## config.mk

```make
export PLATFORM = sky130hd
export DESIGN_NAME = issue_scoreboard
export DESIGN_NICKNAME = d
export VERILOG_FILES = /design/src/rtl/isa_pkg.sv /design/src/rtl/scoreboard_bank.sv /design/src/rtl/issue_scoreboard.sv
export SDC_FILE = /design/constraint.sdc
export NUM_CORES = 1
export LEC_CHECK = 0
export CAP_MARGIN = 10
export CORE_ASPECT_RATIO = 1.25
export CORE_MARGIN = 3
export CORE_UTILIZATION = 52
export CTS_CLUSTER_DIAMETER = 30
export DETAILED_ROUTE_END_ITERATION = 12
export GPL_TIMING_DRIVEN = 0
export PLACE_DENSITY = 0.78
export SYNTH_ARGS = -nofsm -noshare
export SYNTH_HDL_FRONTEND = slang
export SYNTH_SLANG_ARGS = --single-unit
```

## constraint.sdc

```tcl
create_clock -name clk -period 3.9 [get_ports clk]
set_input_delay 0.78 -clock clk [delete_from_list [all_inputs] [get_ports clk]]
set_output_delay 0.78 -clock clk [all_outputs]
set_load 0.01 [all_outputs]
```

## src/rtl/isa_pkg.sv

```systemverilog
// Shared ISA types for the issue scoreboard: register classes,
// decoded control bundle, pending-vector type and class helper.
package isa_pkg;

  localparam int NUM_REGS        = 32;
  localparam int REG_IDX_W       = $clog2(NUM_REGS);
  localparam int NUM_REG_CLASSES = 3;

  typedef logic [REG_IDX_W-1:0] reg_idx_t;
  typedef logic [NUM_REGS-1:0]  pend_vec_t;

  typedef enum logic [1:0] {
    CLASS_SCALAR = 2'd0,
    CLASS_FP     = 2'd1,
    CLASS_VEC    = 2'd2
  } reg_class_t;

  typedef struct packed {
    logic       is_valid;
    logic [7:0] opcode;
    logic       uses_rs1;
    reg_class_t rs1_class;
    reg_idx_t   rs1;
    logic       uses_rs2;
    reg_class_t rs2_class;
    reg_idx_t   rs2;
    logic       uses_rd;
    reg_class_t rd_class;
    reg_idx_t   rd;
  } decode_ctrl_t;

  // Maps a bank number onto its register class.
  function automatic reg_class_t cls_of(int c);
    case (c)
      0:       return CLASS_SCALAR;
      1:       return CLASS_FP;
      default: return CLASS_VEC;
    endcase
  endfunction

endpackage

```

## src/rtl/scoreboard_bank.sv

```systemverilog
// One register class's pending vector: one set port, NUM_WB
// writeback clear ports and three read ports (rs1, rs2, rd).
// Ports: i_set/i_set_class/i_set_idx mark a new producer;
//   i_wb_* clear bits of this class; i_rd_idx -> o_rd_hit lookups;
//   o_any = OR of the registered pending bits.
// Macro ISSUE_WB_BYPASS_EN: reads see this cycle's clears.
module scoreboard_bank
  import isa_pkg::*;
#(
  parameter int         NUM_WB = 3,
  parameter reg_class_t CLS    = CLASS_SCALAR
) (
  input  logic                    clk,
  input  logic                    rst_n,
  input  logic                    i_set,
  input  reg_class_t              i_set_class,
  input  reg_idx_t                i_set_idx,
  input  logic       [NUM_WB-1:0] i_wb_valid,
  input  reg_class_t [NUM_WB-1:0] i_wb_class,
  input  reg_idx_t   [NUM_WB-1:0] i_wb_rd,
  input  reg_idx_t   [2:0]        i_rd_idx,
  output logic       [2:0]        o_rd_hit,
  output logic                    o_any
);

  pend_vec_t r_pend;
  pend_vec_t w_clr;
  pend_vec_t w_set;
  pend_vec_t w_view;

  always_comb begin
    w_clr = '0;
    for (int i = 0; i < NUM_WB; i++) begin
      if (i_wb_valid[i] && i_wb_class[i] == CLS) begin
        w_clr[i_wb_rd[i]] = 1'b1;
      end
    end
    w_set = '0;
    if (i_set && i_set_class == CLS) begin
      w_set[i_set_idx] = 1'b1;
    end
    // Scalar x0 is hardwired zero and never tracked.
    if (CLS == CLASS_SCALAR) begin
      w_set[0] = 1'b0;
    end
`ifdef ISSUE_WB_BYPASS_EN
    w_view = r_pend & ~w_clr;
`else
    w_view = r_pend;
`endif
    if (CLS == CLASS_SCALAR) begin
      w_view[0] = 1'b0;
    end
  end

  always_comb begin
    o_rd_hit = '0;
    for (int k = 0; k < 3; k++) begin
      o_rd_hit[k] = w_view[i_rd_idx[k]];
    end
  end

  // Set is applied after clear: a new producer in flight wins.
  always_ff @(posedge clk) begin
    if (!rst_n) begin
      r_pend <= '0;
    end else begin
      r_pend <= (r_pend & ~w_clr) | w_set;
    end
  end

  assign o_any = |r_pend;

endmodule

```

## src/rtl/issue_scoreboard.sv

```systemverilog
// Issue stage: RAW/WAW hazard check against per-class pending bits,
// one-entry registered output to execute, writeback clears.
// Ports: in_* decoder handshake, out_* execute handshake, wb_* clears,
//   flush kills output, busy_any/stall_cnt status.
// Macro ISSUE_WB_BYPASS_EN: hazard check sees same-cycle clears.
module issue_scoreboard
  import isa_pkg::*;
#(
  parameter int NUM_WB      = 3,
  parameter int STALL_CNT_W = 32
) (
  input  logic                         clk,
  input  logic                         rst_n,
  input  logic                         in_valid,
  input  decode_ctrl_t                 in_ctrl,
  output logic                         in_ready,
  output logic                         out_valid,
  output decode_ctrl_t                 out_ctrl,
  input  logic                         out_ready,
  input  logic       [NUM_WB-1:0]      wb_valid,
  input  reg_class_t [NUM_WB-1:0]      wb_class,
  input  reg_idx_t   [NUM_WB-1:0]      wb_rd,
  input  logic                         flush,
  output logic                         busy_any,
  output logic       [STALL_CNT_W-1:0] stall_cnt
);

  logic [2:0]                 w_hit [NUM_REG_CLASSES];
  logic [NUM_REG_CLASSES-1:0] w_any;
  reg_idx_t [2:0]             w_rd_idx;
  logic                       w_h1;
  logic                       w_h2;
  logic                       w_h3;
  logic                       w_hazard;
  logic                       w_accept;
  logic                       w_set;
  logic                       w_stall;

  logic                       r_out_valid;
  decode_ctrl_t               r_out_ctrl;
  logic [STALL_CNT_W-1:0]     r_stall;

  assign w_rd_idx = {in_ctrl.rd, in_ctrl.rs2, in_ctrl.rs1};
  assign w_set    = w_accept && in_ctrl.is_valid && in_ctrl.uses_rd;

  for (genvar c = 0; c < NUM_REG_CLASSES; c++) begin : g_bank
    scoreboard_bank #(
      .NUM_WB (NUM_WB),
      .CLS    (cls_of(c))
    ) u_bank (
      .clk         (clk),
      .rst_n       (rst_n),
      .i_set       (w_set),
      .i_set_class (in_ctrl.rd_class),
      .i_set_idx   (in_ctrl.rd),
      .i_wb_valid  (wb_valid),
      .i_wb_class  (wb_class),
      .i_wb_rd     (wb_rd),
      .i_rd_idx    (w_rd_idx),
      .o_rd_hit    (w_hit[c]),
      .o_any       (w_any[c])
    );
  end

  // Route each operand's lookup from the bank of its class.
  always_comb begin
    w_h1 = 1'b0;
    w_h2 = 1'b0;
    w_h3 = 1'b0;
    for (int c = 0; c < NUM_REG_CLASSES; c++) begin
      if (in_ctrl.rs1_class == cls_of(c)) w_h1 = w_hit[c][0];
      if (in_ctrl.rs2_class == cls_of(c)) w_h2 = w_hit[c][1];
      if (in_ctrl.rd_class  == cls_of(c)) w_h3 = w_hit[c][2];
    end
  end

  assign w_hazard = (in_ctrl.uses_rs1 && w_h1)
                 || (in_ctrl.uses_rs2 && w_h2)
                 || (in_ctrl.uses_rd  && w_h3);

  assign in_ready = !flush && !w_hazard
                 && (!r_out_valid || out_ready);
  assign w_accept = in_valid && in_ready;
  assign w_stall  = in_valid && w_hazard && !flush;

  always_ff @(posedge clk) begin
    if (!rst_n) begin
      r_out_valid <= 1'b0;
      r_out_ctrl  <= '0;
    end else if (flush) begin
      r_out_valid <= 1'b0;
    end else if (w_accept) begin
      r_out_valid <= 1'b1;
      r_out_ctrl  <= in_ctrl;
    end else if (out_ready) begin
      r_out_valid <= 1'b0;
    end
  end

  always_ff @(posedge clk) begin
    if (!rst_n) begin
      r_stall <= '0;
    end else if (w_stall && r_stall != '1) begin
      r_stall <= r_stall + 1'b1;
    end
  end

  assign out_valid = r_out_valid;
  assign out_ctrl  = r_out_ctrl;
  assign busy_any  = |w_any;
  assign stall_cnt = r_stall;

endmodule

```

# --- Yosys cells after proc, flatten, opt, wreduce, memory -nomap -nowiden ---
# Cells that the tools add are included.
totals:
  output_inout_bits: 68
  inputBits: 62
  reg_bits: 162
  elab_cells: 149
op_classes:
  mux: 49
  n_reduce_logical: 43
  add_sub_neg: 1
  n_eq_ne: 13
  magnitude_cmp: 10
  bitwise_logic: 17
op_table:
  columns: ["cell", "n"]
  rows:
  - ["$mux 32", 12]
  - ["$or 32x32->32", 9]
  - ["$and 32x32->32", 3]
  - ["$not 32->32", 3]
  - ["$reduce_or 96->1", 1]
  - ["$bmux 1 s5", 9]
  - ["$lt 5x6->1 const B", 6]
  - ["$add 32x1->32 const B", 1]
  - ["$ne 32x32->1 const B", 1]
  - ["$logic_and 1x1->1", 27]
  - ["$mux 1", 24]
  - ["$demux 1 s5", 4]
  - ["$ge 5x1->1 const B", 4]
  - ["$eq 2x1->1 const B", 6]
  - ["$eq 2x2->1 const B", 6]
  - ["$logic_not 2->1", 6]
  - ["$logic_not 1->1", 3]
  - ["$logic_or 1x1->1", 3]
  - ["$not 1->1", 2]
  - ["$reduce_and 2->1", 1]
  - ["$reduce_bool 2->1", 1]
  - ["$reduce_or 2->1", 1]

# --- Logic depth before layout (Yosys ltp) ---
depth:
  ltp_word: 17
  depth_mapped: 15
  depth_no_buf: 9

# --- Hierarchy ---
# Synthesis repeated with hierarchy kept, for this count alone.
hier_totals:
  hier_cells: 1458
  hier_area_um2: 11586.1
by_module_without_submodules:
  columns: ["module", "cells_each", "seq_area_each_um2", "instances", "area_each_um2"]
  rows:
  - ["scoreboard_bank (g_bank[1].u_bank)", 382, 640.6, 1, 3006.6]
  - ["issue_scoreboard", 380, 1321.3, 1, 2982.9]
  - ["scoreboard_bank (g_bank[2].u_bank)", 373, 640.6, 1, 2885.3]
  - ["scoreboard_bank (g_bank[0].u_bank)", 323, 640.6, 1, 2711.4]

# --- Worst setup path after synthesis ---
# OpenSTA, ideal clock, no wires.
synth_path:
  path_kind: "input to output"
  start: "in in_ctrl[8] (netlist bit)"
  end: "out in_ready"
  t_required_ns: 3.120
  arrival_ns: 3.205
  stages: 10
  n_path_buf: 3
  slack_ns: -0.085
  cell_sequence: "buf_2 -> buf_1 -> buf_2 -> mux2i_1 -> a22oi_1 -> a311o_1 -> a31oi_1 -> nand2_1 -> or2_2 -> nor3_1"
synth_between:
  elab_chain_len: 11
  word_cells_on_any_way: 15
  cone_classes: "9 x mux; 6 x reduce/logical"
synth_rtl:
  columns: ["element", "line", "rtl"]
  rows:
  - ["start: declaration", "issue_scoreboard.sv:15", "input decode_ctrl_t in_ctrl,"]
  - ["$bmux 1 s5", "scoreboard_bank.sv:59", "o_rd_hit[k] = w_view[i_rd_idx[k]];"]
  - ["$mux 1 (not written as such)", "scoreboard_bank.sv:59", null]
  - ["$mux 1 (2 in series)", "issue_scoreboard.sv:72", "if (in_ctrl.rs2_class == cls_of(c)) w_h2 = w_hit[c][1];"]
  - ["$mux 1 (*)", "issue_scoreboard.sv:72", null]
  - ["$logic_and 1x1->1 (*)", "issue_scoreboard.sv:78", "|| (in_ctrl.uses_rs2 && w_h2)"]
  - ["$logic_or 1x1->1 (*)", "issue_scoreboard.sv:78", null]
  - ["$logic_or 1x1->1 (*)", "issue_scoreboard.sv:79", "|| (in_ctrl.uses_rd && w_h3);"]
  - ["$logic_not 1->1 (*)", "issue_scoreboard.sv:81", "assign in_ready = !flush && !w_hazard"]
  - ["$logic_and 1x1->1 (*)", "issue_scoreboard.sv:81", null]
  - ["$logic_and 1x1->1 (*)", "issue_scoreboard.sv:82", "&& (!r_out_valid || out_ready);"]
  - ["end: declaration", "issue_scoreboard.sv:16", "output logic in_ready,"]
# Mark *: on every way between the ends. The rest lies on a longest branch, timed or not. The select of a mux whose other input is x is not followed.

# --- Worst setup path in the final report ---
layout_path:
  start: "in in_ctrl[4] (netlist bit)"
  end: "out in_ready"
layout_between:
  elab_chain_len: 10
  word_cells_on_any_way: 14
  cone_classes: "9 x mux; 5 x reduce/logical"
layout_rtl:
  columns: ["element", "line", "rtl"]
  rows:
  - ["$bmux 1 s5", "scoreboard_bank.sv:59", null]
  - ["$mux 1 (not written as such)", "scoreboard_bank.sv:59", null]
  - ["$mux 1 (2 in series)", "issue_scoreboard.sv:73", "if (in_ctrl.rd_class == cls_of(c)) w_h3 = w_hit[c][2];"]
  - ["$mux 1 (*)", "issue_scoreboard.sv:73", null]
  - ["$logic_and 1x1->1 (*)", "issue_scoreboard.sv:79", null]
  - ["$logic_or 1x1->1 (*)", "issue_scoreboard.sv:79", null]
  - ["$logic_not 1->1 (*)", "issue_scoreboard.sv:81", null]
  - ["$logic_and 1x1->1 (*)", "issue_scoreboard.sv:81", null]
  - ["$logic_and 1x1->1 (*)", "issue_scoreboard.sv:82", null]
# Marks and branches as above.

==> results.md <==
- H-tree depth: 4
- DRC: 0
- EDFF count, synth: 0
- Max clock buf depth: 2
- Crit Path Class: in2out
- Clk pwr share: 0.429
- Crit-path most repeated cell: nor3_2
- Vias in the first global route: 12,600
- Total power: 4.09 mW
- Slowest cell delay on critical path: 600 ps
- YS warnings: 0
- Grt ovf: 0
- Post-layout min period: 3890 ps
- Pleak: 4.37 nW
- Final Hold Fails: 0
- Cell Pwr Density: 298 nW/um^2
- Core Box Area: 20,900 um^2
- Flops & latches, synth: 162
- Relative slew slack: 0.198
- Synth Area per Inst: 7.72 um^2
- Ant diodes: 0
- Clock root buffer: clkbuf_16
- Top FF cell, synth: dfxtp_1
- Pins Over Slew Limit: 0
- Worst hold margin: 470 ps
- Total Nets Final: 1,665
- Final std cells w/o fill: 1,889
- Crit path required time: 3120 ps
- Syn Nets: 1,504
- Peak supply drop: 0.307 mV
- Die area: 23,200 um^2
- Via count: 13,300
- Top-count cell post-synth: nand2_1
- Slew @ Worst Pin: 1200 ps
- Largest net degree at the start of global routing: 19
- Initial detailed-routing violation count: 1,964
- Final worst clock skew: 29.1 ps
- Layout cells sized above 1: 0.122
- Buffers added on ports: 118
- Final WL: 51.4 mm
- RSZ-0062 raised after global routing: true
- Synth cell types: 55
- Crit end category: primary output
- Die Height: 170 um
- Cell row count: 59
- Clk sink count: 162
- Antenna Nets Post-Route: 0
- Maxcap violations: 0
- CP max-delay cell: nor3_2
- Chip width: 137 um
- CP max FO: 7
- Sequential fraction of the synthesis area: 0.291
- Top area cells in the synthesized netlist: dfxtp_1 29%, mux4_2 11%, nand2_1 8.9%
- Switching portion of total power: 0.308
- Worst skew pair latency: 460 ps
- Internal power: 2.83 mW
- Placed insts: 1,834
- DRT Pass-1 Iters: 6
- Area Growth Syn to Fin: 23.3%
- TritonCTS clock tree: built
- Routed len/inst: 27.2 um
- Hold crit path type: reg2reg
- Multi-input gate area: 7520 um^2
- Tcrit/Tclk final: 0.998
- Fmax: 0.257 GHz
- Worst setup SP type: input pin
- Synth Instances: 1,441
- Reg power frac: 0.412
- Via-per-instance ratio: 7.05
- Initial antenna violation count: 1
- Data arrival, critical path: 3110 ps
- Top post-synthesis cells by count: 263 x nand2_1, 162 x dfxtp_1, 117 x nor2_1
- Total Routing Usage GR: 0.433
- CP cell instances: clkdlybuf4s50_1 -> inv_1 -> nor3_2 -> a22oi_1 -> o2111ai_2 -> a22oi_2 -> o2bb2ai_2 -> or2_4 -> nor3_2 -> buf_2
- Status: finished, final reports clean
- Cell taking the most area after synthesis: dfxtp_1
- HPWL Detailed: 38.0 mm
- Post-synth ARST share: 0
- Reg clk slew, reported paths: 70 ps
- Combinational share of power: 0.159
- Initial core utilization: 0.533
- I/O pins: 130
- Storage cell area: 3240 um^2
- CTS Buf Count: 17
- Final Wtd Congestion: 1.06
- Filler cell count: 1,883
- Global-route wire length before repair: 75.2 mm
- CTS hold repair buffers: 0
- Netlist area before placement: 11,100 um^2
- Post-synth top area share: 0.291
- Final setup violation count: 0
- Switching power: 1.26 mW
## power by group through the flow
stage          clock [mW]  sequential (mW)  combinational, mW
2_1_floorplan           0             1.73              0.304
3_3_place_gp            0             1.72              0.573
3_5_place_dp            0             1.72              0.578
4_1_cts              1.74             1.68              0.607
5_1_grt              1.81             1.69              0.673
6_report             1.76             1.68              0.649
## what timing repair did
| item | CTS | global route |
|---|---|---|
| cloned | 0 | 1 |
| pin swaps | 6 | 7 |
| buffers inserted | 12 | 10 |
| setup endpoints to repair | 162 | 135 |
| hold endpoints to repair | 0 | 0 |
| gates resized for setup | 72 | 45 |
## path summary, 6_finish.rpt
check / startpoint / to / slack [ps] / cells after the start
setup / recovery: in_ctrl[4] / in_ready / 7 / 10
hold / removal: out_ctrl[30] / out_ctrl[30] / 470 / 2
setup reg to reg: g_bank[0].u_bank.r_pend[8] / g_bank[0].u_bank.r_pend[6] / 210 / 12
hold reg to reg: out_ctrl[30] / out_ctrl[30] / 470 / 2
## cell families after synthesis
family                   Yosys count  share of synthesized area
AO/OA/AOI/OAI                    303                      0.166
XOR/XNOR                           1                   0.000787
flip-flops                       162                      0.291
adder cells (fa/ha/maj)            1                    0.00112
AND/OR/NAND/NOR                  736                      0.328
multiplexers                     120                      0.170
buffers and inverters            118                     0.0438
## placed cells by master (no fill, tap or decap), drive strengths merged, types with 6 or more instances in the layout
| cell | n |
|---|---|
| mux4 | 54 |
| o22ai | 51 |
| or3 | 49 |
| clkdlybuf4s50 | 112 |
| nand2b | 31 |
| and3 | 9 |
| and3b | 8 |
| a21oi | 28 |
| nand2 | 263 |
| or2 | 7 |
| nor3 | 26 |
| a211oi | 6 |
| or3b | 8 |
| nand3 | 58 |
| nor3b | 6 |
| a22oi | 37 |
| inv | 16 |
| dfxtp | 162 |
| o22a | 8 |
| nand4 | 67 |
| a32oi | 6 |
| or4 | 8 |
| mux2i | 58 |
| mux2 | 8 |
| nor2 | 117 |
| nor4 | 38 |
| nand3b | 9 |
| nor2b | 13 |
| buf | 56 |
| o31ai | 11 |
| and2 | 9 |
| clkbuf | 99 |
| o21ai | 134 |
## state kept, by name (all words and copies together), names as in the netlist
register and flops:
g_bank.u_bank.r_pend 96, stall_cnt 32, out_valid 1, out_ctrl 33
## worst max-delay path, delay by kind of cell
kind | cells | cell delay, ps
buffers and inverters | 3 | 870
AND/OR/NAND/NOR | 3 | 800
AO/OA/AOI/OAI | 4 | 650
## layout make-up
cell class                 count  share of cell area
buffer                       112              0.0452
clock buffer                  17              0.0310
clock inverter                15              0.0130
inverter                       6             0.00164
multi-input combinational   1161               0.548
sequential                   162               0.236
tap                          274              0.0250
timing repair buffer         142              0.0998
## routing by layer
metal | part of all wire | vias up | wire, um | global-route usage
met5 | 0 | - | 0 | 0
met4 | 0.092 | 0 | 4740 | 0.334
met3 | 0.13 | 350 | 6710 | 0.105
met2 | 0.44 | 1173 | 22600 | 0.677
met1 | 0.34 | 6072 | 17300 | 0.508
li1 | - | 5721 | - | -
## metrics by stage
step                setup WS [ps]  cell area, um^2   util  TNS (ps)
global placement            -1640            12700  0.606   -216030
detailed placement          -1650            12700  0.607   -212580
CTS                          9.26            13500  0.648         0
global route                -33.7            13700  0.657     -37.4
finish                       7.23            13700  0.657         0
floorplan                    45.7            11100      -         0
No activity file was read; power rests on OpenSTA's default activity.
==> RTL change (config.mk and constraints unchanged) <==
Set the parameter `STALL_CNT_W` to 64 (it was 32).
--- a/src/rtl/issue_scoreboard.sv
+++ b/src/rtl/issue_scoreboard.sv
@@ -7,7 +7,7 @@
   import isa_pkg::*;
 #(
   parameter int NUM_WB      = 3,
-  parameter int STALL_CNT_W = 32
+  parameter int STALL_CNT_W = 64
 ) (
   input  logic                         clk,
   input  logic                         rst_n,
Interface: changed (resized stall_cnt); port bits go from 130 to 162. The function was not compared with the original's and may differ.
==> RTL change against the original RTL <==
The flow now finishes with violations (negative setup slack); design area increased by 14%; area after synthesis up 16%; sequential cell count is 32 higher; routed wire length rose by 11%; non-clock buffer count grew 33; total power rose by 13%; worst setup slack worse by 0.0089 ns.
==> RTL change: results (changes against the original RTL) <==
| Metric | Value |
|---|---|
| Worst Skew | `0.01452 ns (-0.01461 ns)` |
| Post-route setup slack | `-0.001702 ns (-0.008928 ns)` |
| Share of cells above drive strength 1 | `10.06% (-2.1 points)` |
| Largest net degree at the start of global routing | `20 (+1)` |
| HPWL Detailed | `43,140 µm (+13%)` |
| Post CTS Setup Buffer Count | `10 (-2)` |
| Initial antenna violation count | `0 (-1)` |
| Slew margin rel. | `20.58% (+0.79 points)` |
| Failing checks | `negative setup slack` |
| Post-Syn Nets | `1,647 (+9.5%)` |
| Met1 Use GR | `46.48% (-4.3 points)` |
| Nets | `1,820 (+9.3%)` |
| Vias in the first global route | `14,290 (+13%)` |
| GRT Total Usage | `41.42% (-1.9 points)` |
| Peak supply drop | `0.0003062 V (-0.18%)` |
| Register area share after synthesis | `30.03% (+0.88 points)` |
| Worst hold start | `out_ctrl[32]` |
| Area after DPL | `14,780 µm² (+17%)` |
| Worst-path maximum fanout | `8 (+1)` |
| Worst R2R Path Depth | `11 (-1)` |
| Port buffer count | `144 (+22%)` |
| Via count | `14,770 (+11%)` |
| Reg-to-reg endpoint | `stall_cnt[23]` |
| Top post-synthesis cells by area | `dfxtp_1 30%, mux2i_1 8.4%, mux4_2 6.8%, nand2_1 6.5%, o22ai_1 4.4%` |
| GR Util met3 | `9.016% (-1.5 points)` |
| Final setup viols | `1 (+1)` |
| GP Congestion | `1.071 (+0.70%)` |
| Met2 Use GR | `67.71% (about the same)` |
| Lkg Pwr | `0.005034 µW (+15%)` |
| Root Driver | `clkbuf_16` |
| WL per Instance | `27.31 µm (+0.39%)` |
| Commonest cells post-synth | `224 x nand2_1, 194 x dfxtp_1, 109 x mux2i_1, 109 x nor2_1, 91 x o22ai_1` |
| FILL cells | `2,211 (+17%)` |
| Post-CTS Resized | `44 (-39%)` |
| Iter 0 DRT Violations | `1,879 (-4.3%)` |
| Distinct cells, synth | `59 (+7.3%)` |
| Setup_tns | `-0.001702 ns (-0.001702 ns)` |
| First-pass GRT wire length | `85,730 µm (+14%)` |
| Hold depth | `2 (unchanged)` |
| Status | `complete, but fails checks` |
| WHS Endpoint | `out_ctrl[32]` |
| R2R Path Start | `stall_cnt[3]` |
| Critical path's slowest cell | `mux4_2` |
-- RTL change: cell types whose count changed in the layout (fill, tap and decap cells not counted), sizes merged, moves of 13 or more --
| cell | unedited run | this run |
|---|---|---|
| a21oi | 28 | 41 |
| dfxtp | 162 | 194 |
| nand3 | 58 | 38 |
| nand4 | 67 | 88 |
| mux2i | 58 | 109 |
| clkdlybuf4s50 | 112 | 136 |
| o211ai | 0 | 41 |
| a22oi | 37 | 53 |
| buf | 56 | 69 |
| o22ai | 51 | 91 |
| nand2 | 263 | 224 |
| o21ai | 134 | 86 |
-- RTL change: critical path: cells and delay by family --
| kind | cells | cell delay, ns |
|---|---|---|
| and+or+nand+nor | 2 | 0.43 |
| AOI/OAI and AO/OA | 3 | 0.68 |
| muxes | 2 | 0.86 |
| buffers and inverters | 2 | 0.35 |
-- RTL change: cell families (layout without fill, tap and decap cells) --
logic type      Yosys count  count (layout)  synth area share [%]
simple gates            714             714                 28.66
flops                   194             194                 30.03
compound gates          363             363                 17.96
mux                     169             169                 17.87
fa+ha+maj                 1               1               0.09672
buf+inv                 143             329                 5.388
-- RTL change: cell type report --
cell class / instances / area share (%)
multi-input cells: 1247 / 53.95
flip-flops and latches: 194 / 24.92
repair buffers: 158 / 9.849
plain buffers: 129 / 4.439
clock buffers: 19 / 2.906
well taps: 325 / 2.609
clock inverters: 13 / 1.092
inverters: 10 / 0.2408
-- RTL change: stage by stage --
stage / hold slack (ns) / utilization (%) / power, µW / instances / worst slack, ns
3_3_place_gp: 0.4384 / 61.29 / 2715 / 2053 / -1.208
4_1_cts: 0.4738 / 64.47 / 4600 / 2091 / 0.06963
6_report: 0.4669 / 64.62 / 4632 / 2095 / -0.001702
5_1_grt: 0.4981 / 64.62 / 4744 / 2095 / -0.07337
3_5_place_dp: 0.4638 / 61.29 / 2721 / 2053 / -1.239
2_1_floorplan: 0.4216 / - / 2440 / 1584 / 0.4160
-- RTL change: worst max path at each step --
stage,startpoint,endpoint
after floorplan,in_ctrl[1],in_ready
after global placement,in_ctrl[3],in_ready
after detailed placement,in_ctrl[3],in_ready
after CTS,in_ctrl[4],in_ready
after global routing,in_ctrl[3],in_ready
final,in_ctrl[0],in_ready
-- RTL change: per-layer routing --
| metal | routed length, µm | up-vias | part of all wire, % |
|---|---|---|---|
| li1 | - | 6386 | - |
| met4 | 5872 | 0 | 10 |
| met5 | 0 | - | 0 |
| met3 | 6145 | 352 | 11 |
| met2 | 26070 | 1195 | 46 |
| met1 | 19130 | 6841 | 33 |
-- RTL change: power breakdown --
part | internal (µW) | total (µW) | switching [µW]
Sequential | 2000 | 2010 | 13.9
Clock | 1060 | 1910 | 856
Combinational | 250 | 708 | 458
